==> src/rtl/restador_seq_ctrl.sv <==
// restador_seq_ctrl: computes A - B one nibble per clock through a single 4-bit subtractor slice.
// Latency: N+1 cycles from accepted start to the done pulse (N = WIDTH/4).
// Backpressure: none; start is only sampled in IDLE or DONE and is ignored while busy.
// Optional feature macro: RESTADOR_SIGNED_EN (enables the registered signed-overflow flag).
module restador_seq_ctrl #(
  parameter int WIDTH = 16
) (
  input  logic             clk,
  input  logic             rst,
  input  logic             start,
  input  logic [WIDTH-1:0] a,
  input  logic [WIDTH-1:0] b,
  output logic             busy,
  output logic             done,
  output logic [WIDTH-1:0] diff,
  output logic             cout_co,
  output logic             zero,
  output logic             ovf
);

  localparam int N  = WIDTH / 4;
  localparam int CW = (N > 1) ? $clog2(N) : 1;
  localparam logic [CW-1:0]    LAST     = CW'(N - 1);
  localparam logic [WIDTH-1:0] NIB_MASK = WIDTH'(4'hF);

  typedef enum logic [1:0] {
    IDLE = 2'd0,
    CALC = 2'd1,
    DONE = 2'd2
  } state_t;

  state_t           state_q, state_d;
  logic [WIDTH-1:0] a_q, a_d;
  logic [WIDTH-1:0] b_q, b_d;
  logic [WIDTH-1:0] diff_q, diff_d;
  logic [CW-1:0]    cnt_q, cnt_d;
  logic             carry_q, carry_d;
  logic             cout_q, cout_d;
  logic             zero_q, zero_d;

  // Slice datapath: select the current nibble of each latched operand.
  logic [CW+1:0]    sh;
  logic [WIDTH-1:0] a_sh, b_sh, diff_upd;
  logic [3:0]       a_nib, b_nib;
  logic [4:0]       sum5;

  // One subtractor slice: {c, s} = a_nib + ~b_nib + carry, merged into diff at the nibble slot.
  always_comb begin
    sh       = {cnt_q, 2'b00};
    a_sh     = a_q >> sh;
    b_sh     = b_q >> sh;
    a_nib    = a_sh[3:0];
    b_nib    = b_sh[3:0];
    sum5     = {1'b0, a_nib} + {1'b0, ~b_nib} + {4'd0, carry_q};
    diff_upd = (diff_q & ~(NIB_MASK << sh)) | (WIDTH'(sum5[3:0]) << sh);
  end

  // Next-state and datapath register updates; everything holds by default.
  always_comb begin
    state_d = state_q;
    a_d     = a_q;
    b_d     = b_q;
    diff_d  = diff_q;
    cnt_d   = cnt_q;
    carry_d = carry_q;
    cout_d  = cout_q;
    zero_d  = zero_q;
    case (state_q)
      IDLE, DONE: begin
        if (start) begin
          a_d     = a;
          b_d     = b;
          carry_d = 1'b1;
          cnt_d   = '0;
          state_d = CALC;
        end else begin
          state_d = IDLE;
        end
      end
      CALC: begin
        diff_d  = diff_upd;
        carry_d = sum5[4];
        cnt_d   = cnt_q + CW'(1);
        if (cnt_q == LAST) begin
          cnt_d   = '0;
          cout_d  = sum5[4];
          zero_d  = (diff_upd == '0);
          state_d = DONE;
        end
      end
      default: state_d = IDLE;
    endcase
  end

  // State and datapath registers with synchronous reset.
  always_ff @(posedge clk) begin
    if (rst) begin
      state_q <= IDLE;
      a_q     <= '0;
      b_q     <= '0;
      diff_q  <= '0;
      cnt_q   <= '0;
      carry_q <= 1'b0;
      cout_q  <= 1'b0;
      zero_q  <= 1'b0;
    end else begin
      state_q <= state_d;
      a_q     <= a_d;
      b_q     <= b_d;
      diff_q  <= diff_d;
      cnt_q   <= cnt_d;
      carry_q <= carry_d;
      cout_q  <= cout_d;
      zero_q  <= zero_d;
    end
  end

`ifdef RESTADOR_SIGNED_EN
  logic ovf_q, ovf_d;

  // Signed overflow: operands of opposite sign and the result sign differs from the minuend.
  always_comb begin
    ovf_d = ovf_q;
    if (state_q == CALC && cnt_q == LAST) begin
      ovf_d = (a_q[WIDTH-1] != b_q[WIDTH-1]) && (diff_upd[WIDTH-1] != a_q[WIDTH-1]);
    end
  end

  // Overflow flag register, updated together with the other flags on entry to DONE.
  always_ff @(posedge clk) begin
    if (rst) ovf_q <= 1'b0;
    else     ovf_q <= ovf_d;
  end

  assign ovf = ovf_q;
`else
  assign ovf = 1'b0;
`endif

  assign busy    = (state_q == CALC);
  assign done    = (state_q == DONE);
  assign diff    = diff_q;
  assign cout_co = cout_q;
  assign zero    = zero_q;

endmodule

==> config.mk <==
export PLATFORM = sky130hd
export DESIGN_NAME = restador_seq_ctrl
export DESIGN_NICKNAME = d
export VERILOG_FILES = /design/src/rtl/restador_seq_ctrl.sv
export SDC_FILE = /design/constraint.sdc
export NUM_CORES = 1
export LEC_CHECK = 0
export ABC_AREA = 1
export BUFFER_PORTS_ARGS = -buffer_cell sky130_fd_sc_hd__buf_4
export CORE_MARGIN = 2
export CORE_UTILIZATION = 25
export CTS_BUF_LIST = sky130_fd_sc_hd__clkbuf_4
export DETAILED_ROUTE_END_ITERATION = 10
export SLEW_MARGIN = 20
export SYNTH_ARGS = -nofsm -noshare
export SYNTH_HDL_FRONTEND = slang
export SYNTH_SLANG_ARGS = --single-unit
==> constraint.sdc <==
create_clock -name clk -period 5 [get_ports clk]
set_input_delay 1 -clock clk [delete_from_list [all_inputs] [get_ports clk]]
set_output_delay 1 -clock clk [all_outputs]
set_load 0.1 [all_outputs]
Word-level counts from Yosys, hierarchy flattened
Index checks and enable logic that the tools add are counted.

Memories: 0. Register bits after elaboration: 55. Output and inout bits: 21. Bits in latches: 0. Memory bits (writable): 0. Bits of input ports: 35. Memory bits (read-only): 0. Word-level logic and storage cells: 39.

Multiplexer cells: 8. Multipliers: 0. Reductions and logical operators: 7. Equality and inequality tests: 5. Magnitude comparators: 0. Bitwise logic cells: 4. Shift-type cells: 4. Add/subtract/negate cells: 3. Divide/modulo/power cells: 0.

Operators by type and width (count): >> shifter 16 x 4 -> 4 bit (2); AND 16 bit (1); zero test 16 bit (1); inverter 16 bit (1); OR 16 bit (1); << shifter 4 x 4 -> 16 bit (1); << shifter 4 x 4 -> 16 bit (first input constant) (1); one-hot mux 2 bit (2 select lines) (2); two-way mux 2 bit (3); AND reduction 2 bit (3); adder 4 x 4 -> 5 bit (1); adder 5 x 1 -> 5 bit (1); == test 2 bit (second input constant) (2); inverter 4 bit (1); adder 2 x 1 -> 2 bit (second input constant) (1); == test 2 x 1 -> 1 bit (second input constant) (1); zero test 2 bit (1); two-way mux 1 bit (2); inequality test 2 x 1 -> 1 bit (second input constant) (1); inequality test 2 bit (second input constant) (1); one-hot mux 1 bit (2 select lines) (1); nonzero test 2 bit (1); OR reduction 2 bit (1).

Logic depth before layout (Yosys ltp)
Gate-level depths: netlist of run 1.

Depth in word-level cells: 7. Mapped depth: 18. Mapped depth without buffers: 15.

Worst setup path before layout of run 1
No wires, ideal clock.

Path kind: register -> register. Start point: register cnt_q[0]. End point: register zero_q, in the netlist zero. Setup slack: 2.226 ns. Buffers on the path: 3. Cell stages (with the launch flop): 19. Library setup time: 0.070 ns. Data required time: 4.930 ns. Arrival: 2.704 ns. Period minus slack after synthesis: 2.774 ns. Path through: dfxtp_1 -> buf_4 -> inv_1 -> buf_2 -> buf_2 -> o21ai_0 -> o22ai_1 -> fa_1 -> inv_1 -> fa_1 -> nand3_1 -> o21ai_0 -> nor2_1 -> nand2_1 -> nor2_1 -> nand2_1 -> nor2_1 -> nand3_1 -> a21oi_1.

Word-level cells in the longest chain between the ends: 7. Elaborated cells on any way between the ends: 13. Those cells by class: add/sub (2); eq/ne (1); shift (4); bitwise (4); reduce/logical (2).

RTL lines: start: declaration (RTL line 36) `logic [CW-1:0] cnt_q, cnt_d;`; start signal: assignment (RTL line 111) `cnt_q <= cnt_d;`; >> shifter 16 x 4 -> 4 bit (RTL line 51) `b_sh = b_q >> sh;`; inverter 4 bit (RTL line 54) `sum5 = {1'b0, a_nib} + {1'b0, ~b_nib} + {4'd0, carry_q};`; adder 4 x 4 -> 5 bit (RTL line 54); adder 5 x 1 -> 5 bit (RTL line 54); << shifter 4 x 4 -> 16 bit (RTL line 55) `diff_upd = (diff_q & ~(NIB_MASK << sh)) | (WIDTH'(sum5[3:0]) << sh);`; OR 16 bit (RTL line 55); zero test 16 bit (RTL line 87) `zero_d = (diff_upd == '0);`; end signal: assignment (RTL line 114) `zero_q <= zero_d;`; end: declaration (RTL line 39) `logic zero_q, zero_d;`.

Parallel ways exist; a longest one is shown, timed or not. A chain may end at the register's enable or synchronous reset.

Final worst setup path of run 1
Start point: register cnt_q[1]. End point: register zero_q, in the netlist zero.

Same word-level chain as after synthesis.

==> metrics.log, run 1 <==
INFO  metric critPathTopFamily = adder cells
INFO  metric route.vias.total = 2545
INFO  metric cts_buffers = 5
INFO  metric critPathMaxStageDelay = 0.68 ns
INFO  metric drive_gt1_share = 15.8%
INFO  metric cts_tree = yes
INFO  metric final_core_density = 30.8%
INFO  metric finalCriticalPeriod = 3.24 ns
INFO  metric drt_pass1_iterations = 4
INFO  metric finalHoldViolations = 0
INFO  metric list_of_cells_traversed_by_the_critical_path = inv_2 > a32o_1 > fa_1 > inv_1 > fa_1 > nand3_1 > o21ai_0 > nor2_1 > nand2_1 > nor2_1 > nand2_1 > nor2_1 > nand3_1 > a21oi_1
INFO  metric wirelength = 6860 um
INFO  metric worstPathMaxFanout = 22
INFO  metric min_delay_path_depth = 2
INFO  metric detailedPlace.worstSlack = 1.89 ns
INFO  metric tightestPinTransition = 0.873 ns
INFO  metric nFillCells = 1184
INFO  metric reg2reg_setup_slack = 1.76 ns
INFO  metric crit_arrival = 3.58 ns
INFO  metric synth.ff_latch_count = 55
INFO  metric antenna_found_initial = 0
INFO  metric power.density_cell_area = 323 nW/um2
INFO  metric synth_fp_nets = 429
INFO  metric worstHoldEndpoint = diff[13]$_SDFFE_PP0P_
INFO  metric rsz0062_at_grt = false
INFO  metric irDropWorstVdd = 0.131 mV
INFO  metric place.port_buffers = 54
INFO  metric grt.overflow.total = 0
INFO  metric reg2reg_from = cnt_q[1]$_SDFFE_PP0P_
INFO  metric holdBufCountCts = 0
INFO  metric finalSetupViolCount = 0
INFO  metric initial_utilization = 25.7%
INFO  metric gp_congestion = 0.896
INFO  metric grt_use_total = 12.5%
INFO  metric timing.final.crit_share = 64.8%
INFO  metric slew_headroom = 41.5%
INFO  metric drc_violation_count_after_routing = 0
INFO  metric syn-instance-count = 385
INFO  metric clock_tree.buffer_depth = 2
INFO  metric achievable-frequency = 309 MHz
INFO  metric outcome = finished, final reports clean
INFO  metric total_leakage_power = 1.48 nW
INFO  metric dp_hpwl = 4960 um
INFO  metric cts.sink_count = 55
INFO  metric synth-warning-count = 0
INFO  metric most-common-layout-cells = sky130_fd_sc_hd__nor2_1, sky130_fd_sc_hd__o21ai_0, sky130_fd_sc_hd__buf_4, sky130_fd_sc_hd__dfxtp_1, sky130_fd_sc_hd__nand2_1
INFO  metric clk_pin_slew = 0.16 ns
INFO  metric worst_hold_path_type = reg2reg
INFO  metric rows = 37
INFO  metric worstSetupEndpointType = register
INFO  metric cts-root-buf = sky130_fd_sc_hd__clkbuf_4
INFO  metric clock_latency = 0.39 ns
INFO  metric flow.area_growth_from_synthesis = 20.0%
INFO  metric syn-mean-instance-area = 6.86 um2
INFO  metric vias_per_instance = 4.54
INFO  metric critPathKind = reg2reg
INFO  metric r2r-end = zero$_SDFFE_PP0P_
INFO  metric drv_slew = 0
INFO  metric cp_data_required_time = 5.34 ns
INFO  metric ctsResizeCount = 0
INFO  metric sequential_cell_area = 1100 um2
INFO  metric die-area = 11400 um2
INFO  metric grt_max_degree = 35
INFO  metric route.detailed.wl_per_inst = 12.2 um
INFO  metric multi_input_area = 1280 um2
INFO  metric crit_path_top_delay_cell = sky130_fd_sc_hd__dfxtp_1
INFO  metric yosys.cell_types.count = 24
INFO  metric crit_top_cell = sky130_fd_sc_hd__nor2_1
INFO  metric drt_first_iter_violations = 168
INFO  metric crit_path_start_kind = register
INFO  metric cts.repair_timing.setup_buffer_count = 0
INFO  metric fin_ws = 1.76 ns
INFO  metric io_pins = 56
INFO  metric detail-route-antenna-nets = 0
INFO  metric worst_hold_startpoint = diff[13]$_SDFFE_PP0P_
INFO  metric antennaDiodeCount = 0
INFO  metric fp.coreArea = 10300 um2
INFO  metric global_route_wire_length_before_repair = 11600 um
INFO  metric cp.buffers_inverters = 2
INFO  metric layout_commonest_cell = sky130_fd_sc_hd__nor2_1
INFO  metric setup_tns = 0 ns
INFO  metric layout.nets = 469
INFO  metric worst-r2r-cell-count = 14
INFO  metric first_global_vias = 2502
INFO  metric clock_tree.htree_level_count = 2
INFO  metric fin_worst_skew = 0.0174 ns
INFO  metric syn_area = 2640 um2
INFO  metric die_width = 107 um
INFO  metric ys_seq_area_share = 41.7%
INFO  metric die_h = 107 um
INFO  metric timing.max_cap.violations = 0
==> registers in the layout, indices dropped and copies added (netlist names) <==
| name | count |
|---|---|
| zero | 1 |
| a_q | 16 |
| cout_co | 1 |
| b_q | 16 |
| diff | 16 |
| state_q | 2 |
| cnt_q | 2 |
| carry_q | 1 |
==> metal layers <==
metal  up-vias  wire [um]  global-route usage [%]
met4         0         77                    3.71
met5         -          0                       0
met3         7        415                    2.49
met2        75       3060                    20.4
met1      1146       3310                    16.8
li1       1317          -                       -
==> synth_stat cells <==
master / n / area share, %
sky130_fd_sc_hd__conb_1: 1 / 0.14
sky130_fd_sc_hd__a221oi_1: 1 / 0.33
sky130_fd_sc_hd__nor2_1: 98 / 14
sky130_fd_sc_hd__inv_1: 38 / 5.4
sky130_fd_sc_hd__buf_1: 1 / 0.14
sky130_fd_sc_hd__dfxtp_1: 55 / 42
sky130_fd_sc_hd__nand3_2: 1 / 0.38
sky130_fd_sc_hd__nand2_1: 48 / 6.8
sky130_fd_sc_hd__or2_2: 2 / 0.47
sky130_fd_sc_hd__inv_2: 1 / 0.14
sky130_fd_sc_hd__clkbuf_1: 14 / 2.0
sky130_fd_sc_hd__buf_2: 5 / 0.95
sky130_fd_sc_hd__nand4_1: 6 / 1.4
sky130_fd_sc_hd__nand2_2: 1 / 0.24
sky130_fd_sc_hd__buf_4: 2 / 0.57
sky130_fd_sc_hd__ha_1: 7 / 3.3
sky130_fd_sc_hd__o21ai_0: 60 / 11
sky130_fd_sc_hd__a21oi_1: 21 / 4.0
sky130_fd_sc_hd__buf_6: 1 / 0.43
sky130_fd_sc_hd__a32o_1: 4 / 1.5
sky130_fd_sc_hd__fa_1: 2 / 1.5
sky130_fd_sc_hd__nand3_1: 10 / 1.9
sky130_fd_sc_hd__clkinv_1: 1 / 0.14
sky130_fd_sc_hd__o22ai_1: 5 / 1.2
==> tightest hold or removal path, stage by stage (launching register included) <==
cell,delay (ns)
sky130_fd_sc_hd__dfxtp_1,0.34
sky130_fd_sc_hd__nand2_1,0.06
sky130_fd_sc_hd__a21oi_1,0.05
==> metrics by stage <==
stage / hold slack [ns] / instance area, um2 / std cells / total power [W]
2_1_floorplan: 0.472 / 2640 / 385 / 0.000756
3_3_place_gp: 0.459 / 3120 / 554 / 0.000837
5_1_grt: 0.506 / 3170 / 560 / 0.00109
4_1_cts: 0.481 / 3170 / 560 / 0.00103
6_report: 0.477 / 3170 / 560 / 0.00102
3_5_place_dp: 0.460 / 3120 / 554 / 0.000842
==> worst max-delay path by stage <==
stage	startpoint	to	cells past startpoint
2_1_floorplan	cnt_q[0]$_SDFFE_PP0P_	zero$_SDFFE_PP0P_	18
6_report	cnt_q[1]$_SDFFE_PP0P_	zero$_SDFFE_PP0P_	14
4_1_cts	cnt_q[1]$_SDFFE_PP0P_	zero$_SDFFE_PP0P_	14
3_5_place_dp	cnt_q[1]$_SDFFE_PP0P_	zero$_SDFFE_PP0P_	14
5_1_grt	cnt_q[1]$_SDFFE_PP0P_	zero$_SDFFE_PP0P_	14
3_3_place_gp	cnt_q[1]$_SDFFE_PP0P_	zero$_SDFFE_PP0P_	14
==> area by class of cell <==
cell class                      count  area share [%]
Tap cell                          136            5.37
Sequential cell                    55            34.8
Multi-Input combinational cell    267            40.4
Clock inverter                      1           0.237
Clock buffer                        5            1.18
Timing Repair Buffer               56            13.3
Inverter                           40            4.74
==> power breakdown <==
part	total (W)	switching [W]	leakage (nW)	internal [W]
Sequential	0.000495	0.0000212	0.454	0.000474
Combinational	0.000341	0.000237	1.00	0.000103
Clock	0.000189	0.000140	0.0232	0.0000499
==> logic make-up (layout without fill, tap and decap cells) <==
group                      after synthesis  after routing  synth area share (%)
buffers and inverters                   63            102                  9.76
DFF                                     55             55                  41.7
and+or+nand+nor                        166            166                  25.2
adders and majority gates                9              9                  4.83
AOI/OAI and AO/OA                       91             91                  18.4
other                                    1              1                 0.142
Power figures use the tool's default switching activity.
==> run 2: changes to the inputs <==
--- a/config.mk
+++ b/config.mk
@@ -5,7 +5,7 @@
 export SDC_FILE = /design/constraint.sdc
 export NUM_CORES = 1
 export LEC_CHECK = 0
-export ABC_AREA = 1
+export ABC_AREA = 0
 export BUFFER_PORTS_ARGS = -buffer_cell sky130_fd_sc_hd__buf_4
 export CORE_MARGIN = 2
 export CORE_UTILIZATION = 25
==> constraint.sdc (replaced) <==
create_clock -name clk -period 2.65 [get_ports clk]
set_input_delay 0.53 -clock clk [delete_from_list [all_inputs] [get_ports clk]]
set_output_delay 0.53 -clock clk [all_outputs]
set_load 0.1 [all_outputs]
==> run 2 against run 1 <==
Maximum frequency rose by 24%. Die area fell by 9.7%. Routed wire length fell by 13%. Utilization rose by 2.5 points. Largest power group unchanged. Register-to-register slack got worse by 1.7 ns. Sequential share of layout area rose by 1.1 points. Combinational power rose by 37%. Synthesized cell count fell by 29%.
==> metrics.log, run 2 <==
INFO  metric worst_hold_path_type = in2reg
INFO  metric setup_tns = 0 ns (unchanged)
INFO  metric total_leakage_power = 1.23 nW (-17%)
INFO  metric met1_usage = 15.6% (-1.2 points)
INFO  metric crit_arrival = 2.91 ns (-0.67 ns)
INFO  metric flow.area_growth_from_synthesis = 29.7%
INFO  metric synth_top_area_cell = sky130_fd_sc_hd__dfxtp_1
INFO  metric final_core_density = 33.3% (+2.5 points)
INFO  metric global_route_wire_length_before_repair = 9570 um (-18%)
INFO  metric yosys.cell_types.count = 34 (+42%)
INFO  metric place.port_buffers = 54 (unchanged)
INFO  metric syn_area = 2370 um2 (-10%)
INFO  metric gp_congestion = 0.799 (-11%)
INFO  metric drc_violation_count_after_routing = 0 (unchanged)
INFO  metric multi_input_area = 1200 um2 (-6.0%)
INFO  metric route.vias.total = 2080 (-18%)
INFO  metric clk_pin_slew = 0.19 ns (+0.03 ns)
INFO  metric clock_tree.htree_level_count = 2 (unchanged)
INFO  metric top_usage_layer = met2
INFO  metric power.density_cell_area = 580 nW/um2 (+79%)
INFO  metric fin_worst_skew = 0.0240 ns (+0.00656 ns)
INFO  metric outcome = finished, final reports clean
INFO  metric dp_hpwl = 4520 um (-8.8%)
INFO  metric finalCriticalPeriod = 2.61 ns (-0.628 ns)
INFO  metric crit_top_cell = sky130_fd_sc_hd__fa_2
INFO  metric synthTopCellsByArea = sky130_fd_sc_hd__dfxtp_1, sky130_fd_sc_hd__nand2_1, sky130_fd_sc_hd__mux4_2
INFO  metric sequential_cell_area = 1100 um2 (+0.34%)
INFO  metric grt.overflow.total = 0 (unchanged)
INFO  metric drt_pass1_iterations = 5 (+1)
INFO  metric timing.final.crit_share = 98.6% (+34 points)
INFO  metric synth.ff_latch_count = 55 (unchanged)
INFO  metric cp_data_required_time = 2.95 ns (-2.39 ns)
INFO  metric synthFlopType = sky130_fd_sc_hd__dfxtp_1
INFO  metric finalSetupViolCount = 0 (unchanged)
INFO  metric worstPathMaxFanout = 4 (-82%)
INFO  metric finalHoldViolations = 0 (unchanged)
INFO  metric clock_tree.buffer_depth = 2 (unchanged)
INFO  metric timing.max_cap.violations = 0 (unchanged)
INFO  metric drv_slew = 0 (unchanged)
INFO  metric fin_cells = 456 (-19%)
INFO  metric post_synth_most_frequent_cells = sky130_fd_sc_hd__nand2_1, sky130_fd_sc_hd__dfxtp_1, sky130_fd_sc_hd__a21oi_1
INFO  metric detail-route-antenna-nets = 0 (unchanged)
INFO  metric antennaDiodeCount = 0 (unchanged)
INFO  metric layout_commonest_cell = sky130_fd_sc_hd__nand2_1
INFO  metric synth-warning-count = 0 (unchanged)
INFO  metric critPathTopFamily = adder cells
INFO  metric nFillCells = 981 (-17%)
INFO  metric most-common-layout-cells = sky130_fd_sc_hd__nand2_1, sky130_fd_sc_hd__buf_4, sky130_fd_sc_hd__dfxtp_1, sky130_fd_sc_hd__a21oi_1, sky130_fd_sc_hd__nor2_1
INFO  metric cts-root-buf = sky130_fd_sc_hd__clkbuf_4
INFO  metric gr-usage-met2 = 19.3% (-1.1 points)
INFO  metric synth_fp_nets = 316 (-26%)
INFO  metric ys_seq_area_share = 46.4% (+4.7 points)
INFO  metric die_h = 101 um (-5.0%)
INFO  metric cts.sink_count = 55 (unchanged)
INFO  metric tightestPinTransition = 0.551 ns (-0.321 ns)
INFO  metric crit_path_start_kind = register
INFO  metric rows = 35 (-5.4%)
INFO  metric slew_headroom = 63.2% (+22 points)
INFO  metric synth_top_area_share = 46.4% (+4.7 points)
INFO  metric achievable-frequency = 383 MHz (+24%)
INFO  metric antenna_found_initial = 0 (unchanged)
INFO  metric worstSetupEndpointType = register
INFO  metric drive_gt1_share = 28.1% (+12 points)
INFO  metric wirelength = 5990 um (-13%)
INFO  metric layout.nets = 370 (-21%)
INFO  metric place.detailed.instances = 446 (-19%)
INFO  metric most_frequent_cell_after_synthesis = sky130_fd_sc_hd__nand2_1
INFO  metric critPathMaxStageDelay = 0.52 ns (-0.16 ns)
INFO  metric cts_buffers = 5 (unchanged)
INFO  metric syn-mean-instance-area = 8.73 um2 (+27%)
INFO  metric synth_enable_flop_cells = 0 (unchanged)
INFO  metric cp.buffers_inverters = 1 (-1)
INFO  metric grt_max_degree = 57 (+63%)
INFO  metric irDropWorstVdd = 0.233 mV (+78%)
INFO  metric grt_use_total = 11.8% (-0.70 points)
INFO  metric cts_tree = yes
INFO  metric initial_utilization = 25.7% (about the same)
INFO  metric grtUsageMet3 = 3.11% (+0.61 points)
INFO  metric critPathKind = reg2reg
INFO  metric synth_async_sr_flop_share = 0% (unchanged)
INFO  metric vias_per_instance = 4.56 (+0.37%)
INFO  metric clock_latency = 0.40 ns (about the same)
INFO  metric route.detailed.wl_per_inst = 13.1 um (+7.2%)
INFO  metric fp.coreArea = 9240 um2 (-10%)
INFO  metric io_pins = 56 (unchanged)
INFO  metric list_of_cells_traversed_by_the_critical_path = mux4_2 > fa_2 > inv_1 > fa_2 > a2111oi_4 > o21ai_1 > o41ai_2
INFO  metric die-area = 10300 um2 (-9.7%)
INFO  metric syn-instance-count = 272 (-29%)
INFO  metric drt_first_iter_violations = 79 (-53%)
INFO  metric die_width = 101 um (-5.0%)
INFO  metric crit_path_top_delay_cell = sky130_fd_sc_hd__mux4_2
INFO  metric first_global_vias = 1965 (-21%)
==> run 2: cell types whose count changed after synthesis, moves of 5 or more <==
| cell | previous run | this run |
|---|---|---|
| sky130_fd_sc_hd__o21ai_0 | 60 | 2 |
| sky130_fd_sc_hd__nand2_1 | 48 | 68 |
| sky130_fd_sc_hd__a21oi_1 | 21 | 35 |
| sky130_fd_sc_hd__nand4_1 | 6 | 0 |
| sky130_fd_sc_hd__mux4_2 | 0 | 8 |
| sky130_fd_sc_hd__nand3_1 | 10 | 0 |
| sky130_fd_sc_hd__nor2_1 | 98 | 25 |
| sky130_fd_sc_hd__a22oi_1 | 0 | 13 |
| sky130_fd_sc_hd__inv_1 | 38 | 10 |
| sky130_fd_sc_hd__nor3_1 | 0 | 6 |
| sky130_fd_sc_hd__o22ai_1 | 5 | 0 |
==> run 2: per-stage QoR <==
step	total power, W	hold slack (ns)	setup slack [ns]	area [um2]
after global placement	0.00135	0.444	0.0411	2930
final	0.00178	0.341	0.0382	3080
after floorplan	0.00121	0.433	0.0245	2390
after global routing	0.00187	0.313	-0.0651	3080
after detailed placement	0.00136	0.449	-0.0101	2930
after CTS	0.00178	0.332	0.0116	3030
==> run 2: path summary, 6_finish.rpt <==
kind         slack, ns             startpoint             endpoint  cells past startpoint
max               0.04  cnt_q[0]$_SDFFE_PP0P_    zero$_SDFFE_PP0P_                      7
min               0.34                   b[5]  b_q[5]$_SDFFE_PP0P_                      3
max reg2reg       0.04  cnt_q[0]$_SDFFE_PP0P_    zero$_SDFFE_PP0P_                      7
min reg2reg       0.47    b_q[1]$_SDFFE_PP0P_  b_q[1]$_SDFFE_PP0P_                      2
==> run 2: cell type report <==
class	instances	share of cell area, %
well taps	129	5.24
inverters	11	1.42
clock inverters	3	1.10
clock buffers	5	1.22
multi-input cells	189	39.1
flip-flops and latches	55	35.9
repair buffers	64	16.0
==> run 2: logic make-up (layout without fill, tap and decap cells) <==
logic type      after synthesis  after routing  synth area share, %
simple gates                110            110                 19.2
other cells                   1              1                0.158
mux                           8              8                 7.59
flops                        55             55                 46.4
buf+inv                      28             83                 5.06
fa+ha+maj                     9              9                 5.37
xor+xnor                      1              1                0.369
compound gates               60             60                 15.9
==> run 2: layer usage <==
layer / share of wire (%) / up-vias
met3: 5.8 / 7
met5: 0 / -
li1: - / 1039
met2: 47 / 73
met4: 1.1 / 0
met1: 46 / 961
==> run 2: report_power, final <==
part | leakage [nW] | internal (W) | switching, W
registers | 0.450 | 0.000872 | 0.0000310
clock network | 0.0385 | 0.000117 | 0.000296
logic | 0.743 | 0.000182 | 0.000286
==> run 2: repair_timing <==
action / in CTS / in global routing
pin swaps: 1 / 2
buffers inserted: 0 / 2
gates resized for setup: 5 / 5
hold buffers: 0 / 0
setup endpoints to repair: 1 / 1
==> run 2: worst register-to-register path: stages (launching register included) <==
cell and delay (ns):
sky130_fd_sc_hd__dfxtp_4 0.42, sky130_fd_sc_hd__mux4_2 0.52, sky130_fd_sc_hd__fa_2 0.36, sky130_fd_sc_hd__inv_1 0.09, sky130_fd_sc_hd__fa_2 0.45, sky130_fd_sc_hd__a2111oi_4 0.28
sky130_fd_sc_hd__o21ai_1 0.14, sky130_fd_sc_hd__o41ai_2 0.23
